`src/rtl/topk_pkg.sv`:
```
`default_nettype none
// ============================================================================
// Module      : topk_pkg
// Description : Shared types and helpers for the streaming top-K selector.
//               - state_e   : frame FSM states (ACCUM, DONE)
//               - entry_w() : packed width of one list entry {valid, score, idx}
//               - sat_max() : all-ones saturation value for a given width
//               A list entry is laid out MSB->LSB as {valid, score, idx}; each
//               module declares a local packed struct with that layout, sized
//               from its own DATA_W/IDX_W parameters.
// Revision    : 1.0 - initial release
// ============================================================================
package topk_pkg;

  typedef enum logic [0:0] {
    ST_ACCUM = 1'b0,
    ST_DONE  = 1'b1
  } state_e;

  function automatic int entry_w(input int data_w, input int idx_w);
    return 1 + data_w + idx_w;
  endfunction

  function automatic logic [63:0] sat_max(input int w);
    if (w >= 64) return '1;
    return (64'd1 << w) - 64'd1;
  endfunction

endpackage
`default_nettype wire

```
`src/rtl/topk_insert.sv`:
```
`default_nettype none
// ============================================================================
// Module      : topk_insert
// Description : Combinational insertion of one candidate into a K-entry list
//               kept sorted best-first (slot 0 = best). Pure next-list logic;
//               no state.
// Ports       : list_i        current list, K packed {valid,score,idx} entries
//               cand_score_i  candidate score (signed)
//               cand_idx_i    candidate class index
//               list_o        list after insertion
// Revision    : 1.0 - initial release
// ============================================================================
module topk_insert
  import topk_pkg::*;
#(
  parameter int K      = 3,
  parameter int DATA_W = 16,
  parameter int IDX_W  = 4,
  localparam int ENTRY_W = entry_w(DATA_W, IDX_W)
) (
  input  logic [K*ENTRY_W-1:0]      list_i,
  input  logic signed [DATA_W-1:0]  cand_score_i,
  input  logic [IDX_W-1:0]          cand_idx_i,
  output logic [K*ENTRY_W-1:0]      list_o
);

  typedef struct packed {
    logic                     valid;
    logic signed [DATA_W-1:0] score;
    logic [IDX_W-1:0]         idx;
  } entry_t;

  entry_t [K-1:0] w_cur;
  entry_t         w_cand;
  logic   [K-1:0] w_beats;

  assign w_cur  = list_i;
  assign w_cand = {1'b1, cand_score_i, cand_idx_i};

  // The candidate always carries the highest index seen so far, so a strict
  // compare gives ties to the incumbent (lower index). Because the list is
  // sorted and valid entries are contiguous from slot 0, w_beats is a
  // thermometer code: zeros above the insertion point, ones from it down.
  for (genvar i = 0; i < K; i++) begin : g_slot
    assign w_beats[i] = !w_cur[i].valid ||
                        ($signed(cand_score_i) > $signed(w_cur[i].score));
    if (i == 0) begin : g_head
      assign list_o[ENTRY_W-1:0] = w_beats[0] ? w_cand : w_cur[0];
    end else begin : g_tail
      // Slots below the insertion point shift down by one; the last entry
      // falls off the end.
      assign list_o[i*ENTRY_W +: ENTRY_W] = w_beats[i-1] ? w_cur[i-1] :
                                            (w_beats[i] ? w_cand : w_cur[i]);
    end
  end

endmodule
`default_nettype wire

```
`src/rtl/topk_selector.sv`:
```
`default_nettype none
// ============================================================================
// Module      : topk_selector
// Description : Streaming top-K classifier head. Accepts one signed score per
//               beat, keeps the K best (score, class index) pairs sorted, and
//               presents them with a registered valid/ready result.
// Ports       : clk, rst                      clock, async active-high reset
//               in_valid_i/in_ready_o         score beat handshake
//               in_data_i, in_last_i          score, end-of-frame marker
//               out_valid_o/out_ready_i       result handshake
//               out_idx_o, out_score_o        ranked results, slot 0 in LSBs
//               out_slot_valid_o              per-slot occupancy
//               out_len_err_o                 frame length != NUM_CLASSES
//               out_margin_o                  score[0]-score[1], saturated
//                                             (only with TOPK_MARGIN_EN)
// Config      : `define TOPK_MARGIN_EN to add the out_margin_o port.
// Revision    : 1.0 - initial release
// ============================================================================
module topk_selector
  import topk_pkg::*;
#(
  parameter int NUM_CLASSES = 10,
  parameter int DATA_W      = 16,
  parameter int K           = 3,
  parameter int IDX_W       = $clog2(NUM_CLASSES)
) (
  input  logic                  clk,
  input  logic                  rst,
  input  logic                  in_valid_i,
  output logic                  in_ready_o,
  input  logic [DATA_W-1:0]     in_data_i,
  input  logic                  in_last_i,
  output logic                  out_valid_o,
  input  logic                  out_ready_i,
  output logic [K*IDX_W-1:0]    out_idx_o,
  output logic [K*DATA_W-1:0]   out_score_o,
  output logic [K-1:0]          out_slot_valid_o,
  output logic                  out_len_err_o
`ifdef TOPK_MARGIN_EN
  ,
  output logic [DATA_W-1:0]     out_margin_o
`endif
);

  localparam int              ENTRY_W  = entry_w(DATA_W, IDX_W);
  localparam logic [IDX_W-1:0] LAST_CNT = IDX_W'(NUM_CLASSES - 1);

  if (NUM_CLASSES < 2 || NUM_CLASSES > 256) begin : g_bad_num_classes
    $error("topk_selector: NUM_CLASSES must be in 2..256");
  end
  if (K < 1 || K > NUM_CLASSES) begin : g_bad_k
    $error("topk_selector: K must be in 1..NUM_CLASSES");
  end

  typedef struct packed {
    logic                     valid;
    logic signed [DATA_W-1:0] score;
    logic [IDX_W-1:0]         idx;
  } entry_t;

  state_e                 state_q, state_d;
  logic [K*ENTRY_W-1:0]   list_q, list_d;
  logic [IDX_W-1:0]       count_q, count_d;
  logic                   in_ready_q, in_ready_d;
  logic [K*IDX_W-1:0]     out_idx_q, out_idx_d;
  logic [K*DATA_W-1:0]    out_score_q, out_score_d;
  logic [K-1:0]           out_sv_q, out_sv_d;
  logic                   out_err_q, out_err_d;

  logic [K*ENTRY_W-1:0]   w_list_ins;
  entry_t [K-1:0]         w_ins_e;
  logic                   w_accept;
  logic                   w_at_last;
  logic                   w_frame_end;

  topk_insert #(
    .K      (K),
    .DATA_W (DATA_W),
    .IDX_W  (IDX_W)
  ) u_insert (
    .list_i       (list_q),
    .cand_score_i (in_data_i),
    .cand_idx_i   (count_q),
    .list_o       (w_list_ins)
  );

  assign w_ins_e     = w_list_ins;
  assign w_accept    = in_valid_i && in_ready_q;
  assign w_at_last   = (count_q == LAST_CNT);
  assign w_frame_end = w_accept && (in_last_i || w_at_last);

  always_comb begin
    state_d     = state_q;
    list_d      = list_q;
    count_d     = count_q;
    in_ready_d  = in_ready_q;
    out_idx_d   = out_idx_q;
    out_score_d = out_score_q;
    out_sv_d    = out_sv_q;
    out_err_d   = out_err_q;
    unique case (state_q)
      ST_ACCUM: begin
        // in_ready is held low through reset and rises on the first edge
        // after release.
        in_ready_d = 1'b1;
        if (w_accept) begin
          list_d  = w_list_ins;
          count_d = count_q + 1'b1;
          if (w_frame_end) begin
            state_d    = ST_DONE;
            in_ready_d = 1'b0;
            // Error when the marker and the class count disagree.
            out_err_d  = in_last_i ^ w_at_last;
            for (int k = 0; k < K; k++) begin
              out_idx_d[k*IDX_W +: IDX_W]    = w_ins_e[k].valid ? w_ins_e[k].idx   : '0;
              out_score_d[k*DATA_W +: DATA_W] = w_ins_e[k].valid ? w_ins_e[k].score : '0;
              out_sv_d[k]                    = w_ins_e[k].valid;
            end
          end
        end
      end
      ST_DONE: begin
        if (out_ready_i) begin
          state_d    = ST_ACCUM;
          in_ready_d = 1'b1;
          list_d     = '0;
          count_d    = '0;
        end
      end
      default: state_d = ST_ACCUM;
    endcase
  end

  always_ff @(posedge clk or posedge rst) begin
    if (rst) begin
      state_q     <= ST_ACCUM;
      list_q      <= '0;
      count_q     <= '0;
      in_ready_q  <= 1'b0;
      out_idx_q   <= '0;
      out_score_q <= '0;
      out_sv_q    <= '0;
      out_err_q   <= 1'b0;
    end else begin
      state_q     <= state_d;
      list_q      <= list_d;
      count_q     <= count_d;
      in_ready_q  <= in_ready_d;
      out_idx_q   <= out_idx_d;
      out_score_q <= out_score_d;
      out_sv_q    <= out_sv_d;
      out_err_q   <= out_err_d;
    end
  end

  assign in_ready_o       = in_ready_q;
  assign out_valid_o      = (state_q == ST_DONE);
  assign out_idx_o        = out_idx_q;
  assign out_score_o      = out_score_q;
  assign out_slot_valid_o = out_sv_q;
  assign out_len_err_o    = out_err_q;

`ifdef TOPK_MARGIN_EN
  localparam logic [DATA_W-1:0] SAT = DATA_W'(sat_max(DATA_W));

  logic [DATA_W:0]   w_diff;
  logic [DATA_W-1:0] w_margin;
  logic [DATA_W-1:0] margin_q;

  if (K < 2) begin : g_bad_margin_k
    $error("topk_selector: TOPK_MARGIN_EN requires K >= 2");
  end

  // Sign-extend by one bit so the full signed range difference fits; slot 0
  // is never below slot 1, so a set top bit can only mean overflow.
  assign w_diff   = {w_ins_e[0].score[DATA_W-1], w_ins_e[0].score} -
                    {w_ins_e[1].score[DATA_W-1], w_ins_e[1].score};
  assign w_margin = (!w_ins_e[1].valid || w_diff[DATA_W]) ? SAT : w_diff[DATA_W-1:0];

  always_ff @(posedge clk or posedge rst) begin
    if (rst) begin
      margin_q <= '0;
    end else if (state_q == ST_ACCUM && w_frame_end) begin
      margin_q <= w_margin;
    end
  end

  assign out_margin_o = margin_q;
`endif

endmodule
`default_nettype wire
```
`config.mk`:
```
export PLATFORM = sky130hd
export DESIGN_NAME = topk_selector
export DESIGN_NICKNAME = d
export VERILOG_FILES = /design/src/rtl/topk_pkg.sv /design/src/rtl/topk_insert.sv /design/src/rtl/topk_selector.sv
export SDC_FILE = /design/constraint.sdc
export NUM_CORES = 1
export LEC_CHECK = 0
export CORE_ASPECT_RATIO = 1.2
export CORE_MARGIN = 10
export CORE_UTILIZATION = 57
export CTS_CLUSTER_SIZE = 12
export DETAILED_ROUTE_END_ITERATION = 16
export PLACE_DENSITY = 0.87
export SLEW_MARGIN = 20
export SYNTH_ARGS = -nofsm -noshare
export SYNTH_HDL_FRONTEND = slang
export SYNTH_SLANG_ARGS = --single-unit
```
`constraint.sdc`:
```
create_clock -name clk -period 5.84 [get_ports clk]
set_input_delay 1.168 -clock clk [delete_from_list [all_inputs] [get_ports clk]]
set_output_delay 1.168 -clock clk [all_outputs]
set_load 0.005 [all_outputs]
```
==> metrics.md, run 1 <==
| Metric | Value |
|---|---|
| Diode insertion count for antenna repair | 0 |
| IR drop worst, VDD | 304 uV |
| Startpoint Class | input pin |
| Required time at the worst-slack endpoint | 6.15 ns |
| Post-synthesis average cell area | 9.42 sq um |
| Number of sinks on the clock net | 133 |
| Die footprint | 18200 sq um |
| Final Wtd Congestion | 0.935 |
| Die width | 125 um |
| Synth async-reset ratio | 100% |
| First-pass GRT wire length | 36500 um |
| Iteration-0 DRC count of the detailed router | 745 |
| Root cell of the clock tree | sky130_fd_sc_hd__clkbuf_16 |
| Type of the most critical hold path | register to register |
| Number of antenna violations at the first check in global routing | 0 |
| Period utilization | 77.7% |
| Static leakage | 4.20 nW |
| Buffer count from post-CTS setup fixing | 0 |
| Hold endpoint | out_slot_valid_o[0]$_DFFE_PP0P_ |
| # DRC | 0 |
| Count of cells resized by post-cts repair | 0 |
| Clock tree from TritonCTS | done |
| I/O pins | 87 |
| Maximum number of pins on one net before global-route repair | 66 |
| Vias per Instance | 6.44 |
| Number of cells in the finished layout apart from fillers | 1047 |
| Warnings, synthesis | 0 |
| Net count after synthesis | 872 |
| Sum of routed wire length over all layers | 22100 um |
| Detailed placer's ending HPWL | 15000 um |
| Number of global-route vias before repair | 7011 |
| Slack of the worst reg-to-reg path | 2.33 ns |
| GRT Residual Overflow | 0 |
| Worst-path clk slew | 0.05 ns |
| Final Hold Violating Endpoints | 0 |
| Max-cap violations | 0 |
| Startpoint of the most critical register-to-register path | list_q[40]$_DFFE_PP0P_ |
| Slew at the pin with the worst max-slew slack | 0.878 ns |
| Unrepaired setup endpoints after global routing | false |
| Number of buffers inserted during clock tree synthesis | 17 |
| Shortest period the worst path allows | 4.54 ns |
| Number of flops mapped to enable cells by yosys | 0 |
| Final setup viols | 0 |
| Number of routed nets with antenna violations | 0 |
| Crit Reg-Reg Endpoint | out_idx_o[7]$_DFFE_PP0P_ |
| Top achievable clock speed | 220 MHz |
| Overall routing resource usage | 24.3% |
| Cts hold-fix bufs | 0 |
| Maximum level of the CTS H-tree | 4 |
| Max_slew headroom | 41.3% |
| Hold slack | 0.468 ns |
| Port-buffer cells | 86 |
| Longest Clk Path Bufs | 2 |
| Hold Path Stages | 1 |
| Routed WL per cell | 21.1 um |
| Pins Over Slew Limit | 0 |
| Core ar. | 12800 sq um |
| Area overhead of the layout relative to synthesis | 21.3% |
| Number of core rows | 45 |
| Number of synthesized register bits | 133 |
| Proportion of synthesized chip area in sequential cells | 44.2% |
| Worst setup path class | input pin to register |
| Clk_skew | 0.00497 ns |
| DIE HEIGHT | 146 um |
| Logic depth of the worst register-to-register path | 10 |
| Fillers | 923 |
| Share of final-layout standard cells stronger than drive strength 1 | 9.29% |
| Effective utilization at floorplan | 59.0% |
| Clock Latency Late Sink | 0.43 ns |
| Synth cell types | 43 |
| Worst Setup End Kind | register |
| Number of cells produced by synthesis | 800 |
| Outcome | finished, final reports clean |
| Min-Delay Startpoint | out_slot_valid_o[0]$_DFFE_PP0P_ |
| Flip-flop cell with the highest count after synthesis | sky130_fd_sc_hd__dfrtp_1 |
| Crit path arrival time | 4.85 ns |
| Number of nets at the end of the flow | 942 |
| Routed via count | 6742 |
| Maximum net fanout on the critical path | 20 |
| Number of cells in the design after placement | 1015 |
| Length of the first detailed-routing pass in iterations | 6 |
| Setup TNS | 0 ns |
| Power density over cell area | 556 nW/um^2 |
| Netlist area before placement | 7530 sq um |
## through the flow
step,cell area [sq um],total power [mW],setup slack [ns],utilization [%]
2_1_floorplan,7530,3.01,1.12,-
3_3_place_gp,8540,3.85,1.07,66.8
3_5_place_dp,8540,3.94,0.990,66.8
4_1_cts,9140,5.07,1.42,71.5
5_1_grt,9140,5.42,1.13,71.5
6_report,9140,5.08,1.30,71.5
## power by group
part | leakage, nW | internal [mW] | switching [mW]
Sequential | 1.69 | 1.32 | 0.389
Combinational | 2.21 | 1.03 | 1.24
Clock | 0.299 | 0.700 | 0.404
## state kept, by name (all words and copies together), names as in the netlist
name,cells
count_q,4
out_score_o,48
out_valid_o,1
out_slot_valid_o,3
out_idx_o,12
out_len_err_o,1
list_q,63
in_ready_o,1
## Yosys cell counts, drive strengths merged (21+ instances only)
library cell / number / share of area, %
nand2: 147 / 7.3
o31ai: 40 / 4.0
a21oi: 21 / 1.4
inv: 54 / 2.7
a31oi: 21 / 1.7
ha: 51 / 8.5
nor2: 48 / 2.4
clkbuf: 38 / 1.9
and3: 22 / 1.8
dfrtp: 133 / 44
## routing by layer
metal	vias to the layer above	wire, um	GRT usage [%]	part of all wire [%]
met2	378	10800	40.4	49
met5	-	0	0	0
met1	3245	8160	26.6	37
met4	0	1350	16.6	6.1
met3	100	1760	6.40	8.0
li1	3019	-	-	-
## worst max-delay path, cell delays in order
cell	delay, ns
sky130_fd_sc_hd__clkdlybuf4s50_1	0.64
sky130_fd_sc_hd__ha_1	0.42
sky130_fd_sc_hd__nand4_1	0.15
sky130_fd_sc_hd__nor4_1	0.47
sky130_fd_sc_hd__a21boi_0	0.35
sky130_fd_sc_hd__or4_1	0.19
sky130_fd_sc_hd__nand3_2	0.35
sky130_fd_sc_hd__a41o_1	0.68
sky130_fd_sc_hd__a211o_1	0.41
## placed cells by master (no fill, tap or decap), types with 21 or more instances in the layout
cell type                         Yosys  routed
sky130_fd_sc_hd__o31ai_1             40      40
sky130_fd_sc_hd__ha_1                51      51
sky130_fd_sc_hd__dfrtp_1            133     133
sky130_fd_sc_hd__nor2_1              48      45
sky130_fd_sc_hd__clkdlybuf4s50_1      0      86
sky130_fd_sc_hd__inv_1               54      53
sky130_fd_sc_hd__a21oi_1             21      21
sky130_fd_sc_hd__and3_1              22      22
sky130_fd_sc_hd__buf_4                0      22
sky130_fd_sc_hd__nand2_1            147     147
sky130_fd_sc_hd__a31oi_1             21      21
## kinds of logic (layout without fill, tap and decap cells)
family                     after synthesis  in the layout  synth area share (%)
AOI/OAI and AO/OA                      184            184                  20.2
xor gates and xnor gates                 2              2                 0.233
adders and majority gates               51             51                  8.47
buffers and inverters                  112            195                  6.29
DFF                                    133            133                  44.2
muxes                                   20             20                  2.66
and+or+nand+nor                        298            298                  18.0
## worst max path at each step
stage	depth (start not counted)	slack, ns	start	endpoint
2_1_floorplan	1	1.12	rst	count_q[0]$_DFFE_PP0P_
3_3_place_gp	9	1.07	in_data_i[14]	list_q[42]$_DFFE_PP0P_
3_5_place_dp	9	0.99	in_data_i[14]	list_q[45]$_DFFE_PP0P_
4_1_cts	10	1.42	in_data_i[14]	out_idx_o[7]$_DFFE_PP0P_
5_1_grt	9	1.13	in_data_i[12]	list_q[49]$_DFFE_PP0P_
6_report	9	1.30	in_data_i[14]	list_q[45]$_DFFE_PP0P_
## final cells by class
class / instances / area (sq um) / share of cell area [%]
clock inverter: 10 / 128 / 1.40
tap: 164 / 205 / 2.24
inverter: 54 / 205 / 2.24
clock buffer: 22 / 474 / 5.19
sequential: 133 / 3330 / 36.4
multi-input combinational: 555 / 3750 / 41.1
timing repair buffer: 109 / 1050 / 11.4
Power figures use the tool's default switching activity.
==> inputs of run 2 (changes only) <==
==> constraint.sdc (replaced) <==
create_clock -name clk -period 4.4 [get_ports clk]
set_input_delay 0.88 -clock clk [delete_from_list [all_inputs] [get_ports clk]]
set_output_delay 0.88 -clock clk [all_outputs]
set_load 0.005 [all_outputs]
==> metrics.md, run 2 (synthesis gave the netlist of run 1 again) <==
| Metric | Value |
|---|---|
| Outcome | finished, final reports clean |
| Worst-path clk slew | 0.06 ns (about the same) |
| Shortest period the worst path allows | 3.83 ns |
| Cts hold-fix bufs | 0 (unchanged) |
| Maximum number of pins on one net before global-route repair | 114 (+73%) |
| Max-cap violations | 0 (unchanged) |
| GRT Residual Overflow | 0 (unchanged) |
| First-pass GRT wire length | 36300 um (-0.51%) |
| # DRC | 0 (unchanged) |
| Routed via count | 6783 (+0.61%) |
| Die footprint | 18200 sq um (unchanged) |
| Number of sinks on the clock net | 133 (unchanged) |
| Vias per Instance | 6.42 (-0.25%) |
| Detailed placer's ending HPWL | 15000 um (-0.34%) |
| Hold slack | 0.465 ns (-0.00261 ns) |
| Iteration-0 DRC count of the detailed router | 694 (-6.8%) |
| Number of antenna violations at the first check in global routing | 0 (unchanged) |
| DIE HEIGHT | 146 um (unchanged) |
| Worst setup path class | input pin to register |
| Sum of routed wire length over all layers | 22400 um (+1.0%) |
| Static leakage | 4.25 nW (+1.3%) |
| Type of the most critical hold path | register to register |
| Root cell of the clock tree | sky130_fd_sc_hd__clkbuf_16 |
| Number of core rows | 45 (unchanged) |
| Number of nets at the end of the flow | 951 (+0.96%) |
| Number of routed nets with antenna violations | 0 (unchanged) |
| Final Hold Violating Endpoints | 0 (unchanged) |
| Most used cells in the layout excluding fill and tap cells | sky130_fd_sc_hd__nand2_1, sky130_fd_sc_hd__dfrtp_1, sky130_fd_sc_hd__clkdlybuf4s50_1 |
| Period utilization | 87.0% |
| Worst Setup End Kind | register |
| Final Wtd Congestion | 0.916 (-2.1%) |
| Slew at the pin with the worst max-slew slack | 0.886 ns (+0.00806 ns) |
| Diode insertion count for antenna repair | 0 (unchanged) |
| Design Power | 6.87 mW (+35%) |
| Largest reg by FF count | list_q |
| IR drop worst, VDD | 423 uV (+39%) |
| Overall routing resource usage | 24.2% (-0.10 points) |
| I/O pins | 87 (unchanged) |
| Number of cells in the design after placement | 1024 (+0.89%) |
| Length of the first detailed-routing pass in iterations | 5 (-1) |
| Number of global-route vias before repair | 6926 (-1.2%) |
| Buffer count from post-CTS setup fixing | 0 (unchanged) |
| Max_slew headroom | 40.8% (-0.54 points) |
| Unrepaired setup endpoints after global routing | false |
| Maximum net fanout on the critical path | 20 (unchanged) |
| Most common library cell in the layout ignoring fill and taps | sky130_fd_sc_hd__nand2_1 |
| Required time at the worst-slack endpoint | 4.77 ns (-1.38 ns) |
| Longest Clk Path Bufs | 2 (unchanged) |
| Area overhead of the layout relative to synthesis | 23.0% |
| Port-buffer cells | 86 (unchanged) |
| Crit path arrival time | 4.19 ns (-0.66 ns) |
| Startpoint Class | input pin |
| Final setup viols | 0 (unchanged) |
| Routed WL per cell | 21.2 um (+0.18%) |
| Top achievable clock speed | 261 MHz |
| Maximum level of the CTS H-tree | 4 (unchanged) |
| Count of cells resized by post-cts repair | 0 (unchanged) |
| Core ar. | 12800 sq um (unchanged) |
| Number of buffers inserted during clock tree synthesis | 17 (unchanged) |
| Effective utilization at floorplan | 59.0% (unchanged) |
| Clk_skew | 0.00694 ns (+0.00197 ns) |
| Clock Latency Late Sink | 0.44 ns (about the same) |
| Share of final-layout standard cells stronger than drive strength 1 | 10.3% (+1.0 points) |
| Setup TNS | 0 ns (unchanged) |
| Core utilization of the finished layout | 72.5% (+0.98 points) |
| Flip-flop count of the largest register, all copies and words added | 63 (unchanged) |
| Clock tree from TritonCTS | done |
| Number of cells in the finished layout apart from fillers | 1056 (+0.86%) |
| Power density over cell area | 742 nW/um^2 (+33%) |
| Pins Over Slew Limit | 0 (unchanged) |
| Die width | 125 um (unchanged) |
run 2: per-layer routing:
layer,part of all wire (%),up-vias,global-route usage (%),wire [um]
li1,-,3041,-,-
met1,38,3326,27.9,8400
met2,49,337,40.0,11100
met3,7.7,79,6.48,1720
met4,5.2,0,13.3,1170
met5,0,-,0,0
run 2: worst max-delay path, cell delays in order:
cell and delay (ns):
sky130_fd_sc_hd__clkdlybuf4s50_1 0.46, sky130_fd_sc_hd__buf_4 0.20, sky130_fd_sc_hd__ha_1 0.34, sky130_fd_sc_hd__nand4_1 0.16
sky130_fd_sc_hd__nor2_1 0.06, sky130_fd_sc_hd__a221o_1 0.33, sky130_fd_sc_hd__o311ai_0 0.55, sky130_fd_sc_hd__and3_1 0.32
sky130_fd_sc_hd__a21o_1 0.64, sky130_fd_sc_hd__a22o_1 0.25
run 2: metrics by stage:
step	setup WS [ns]	area [sq um]
global placement	0.303	8630
finish	0.572	9270
CTS	0.607	9270
detailed placement	0.201	8630
floorplan	1.19	7540
global route	0.420	9270
run 2: where the power goes:
part / leakage (nW) / internal (mW) / total [mW] / switching, mW
registers: 1.69 / 1.76 / 2.27 / 0.514
logic: 2.25 / 1.41 / 3.07 / 1.65
clock network: 0.306 / 0.977 / 1.54 / 0.559
run 2: final cells by class:
type / instances / area, sq um
Clock inverter: 12 / 176
Sequential cell: 133 / 3330
Timing Repair Buffer: 118 / 1140
Inverter: 54 / 206
Clock buffer: 20 / 457
Fill cell: 919 / 3510
Multi-Input combinational cell: 555 / 3750
Tap cell: 164 / 205
run 2: worst paths after layout:
kind / startpoint / endpoint / slack (ns) / cells past startpoint
max: in_data_i[15] / list_q[2]$_DFFE_PP0P_ / 0.57 / 10
min: out_slot_valid_o[0]$_DFFE_PP0P_ / out_slot_valid_o[0]$_DFFE_PP0P_ / 0.47 / 1
max reg2reg: list_q[18]$_DFFE_PP0P_ / list_q[2]$_DFFE_PP0P_ / 1.08 / 9
min reg2reg: out_slot_valid_o[0]$_DFFE_PP0P_ / out_slot_valid_o[0]$_DFFE_PP0P_ / 0.47 / 1
max in group asynchronous: rst / out_score_o[4]$_DFFE_PP0P_ / 2.61 / 3
min in group asynchronous: rst / out_score_o[44]$_DFFE_PP0P_ / 0.82 / 2
==> inputs of run 3 (changes only) <==
--- a/config.mk
+++ b/config.mk
@@ -8,6 +8,7 @@
 export CORE_ASPECT_RATIO = 1.2
 export CORE_MARGIN = 10
 export CORE_UTILIZATION = 57
+export CTS_CLUSTER_DIAMETER = 200
 export CTS_CLUSTER_SIZE = 12
 export DETAILED_ROUTE_END_ITERATION = 16
 export PLACE_DENSITY = 0.87
==> results of run 3 <==
Same layout as run 2: the final DEF is identical, and so are final timing and power.
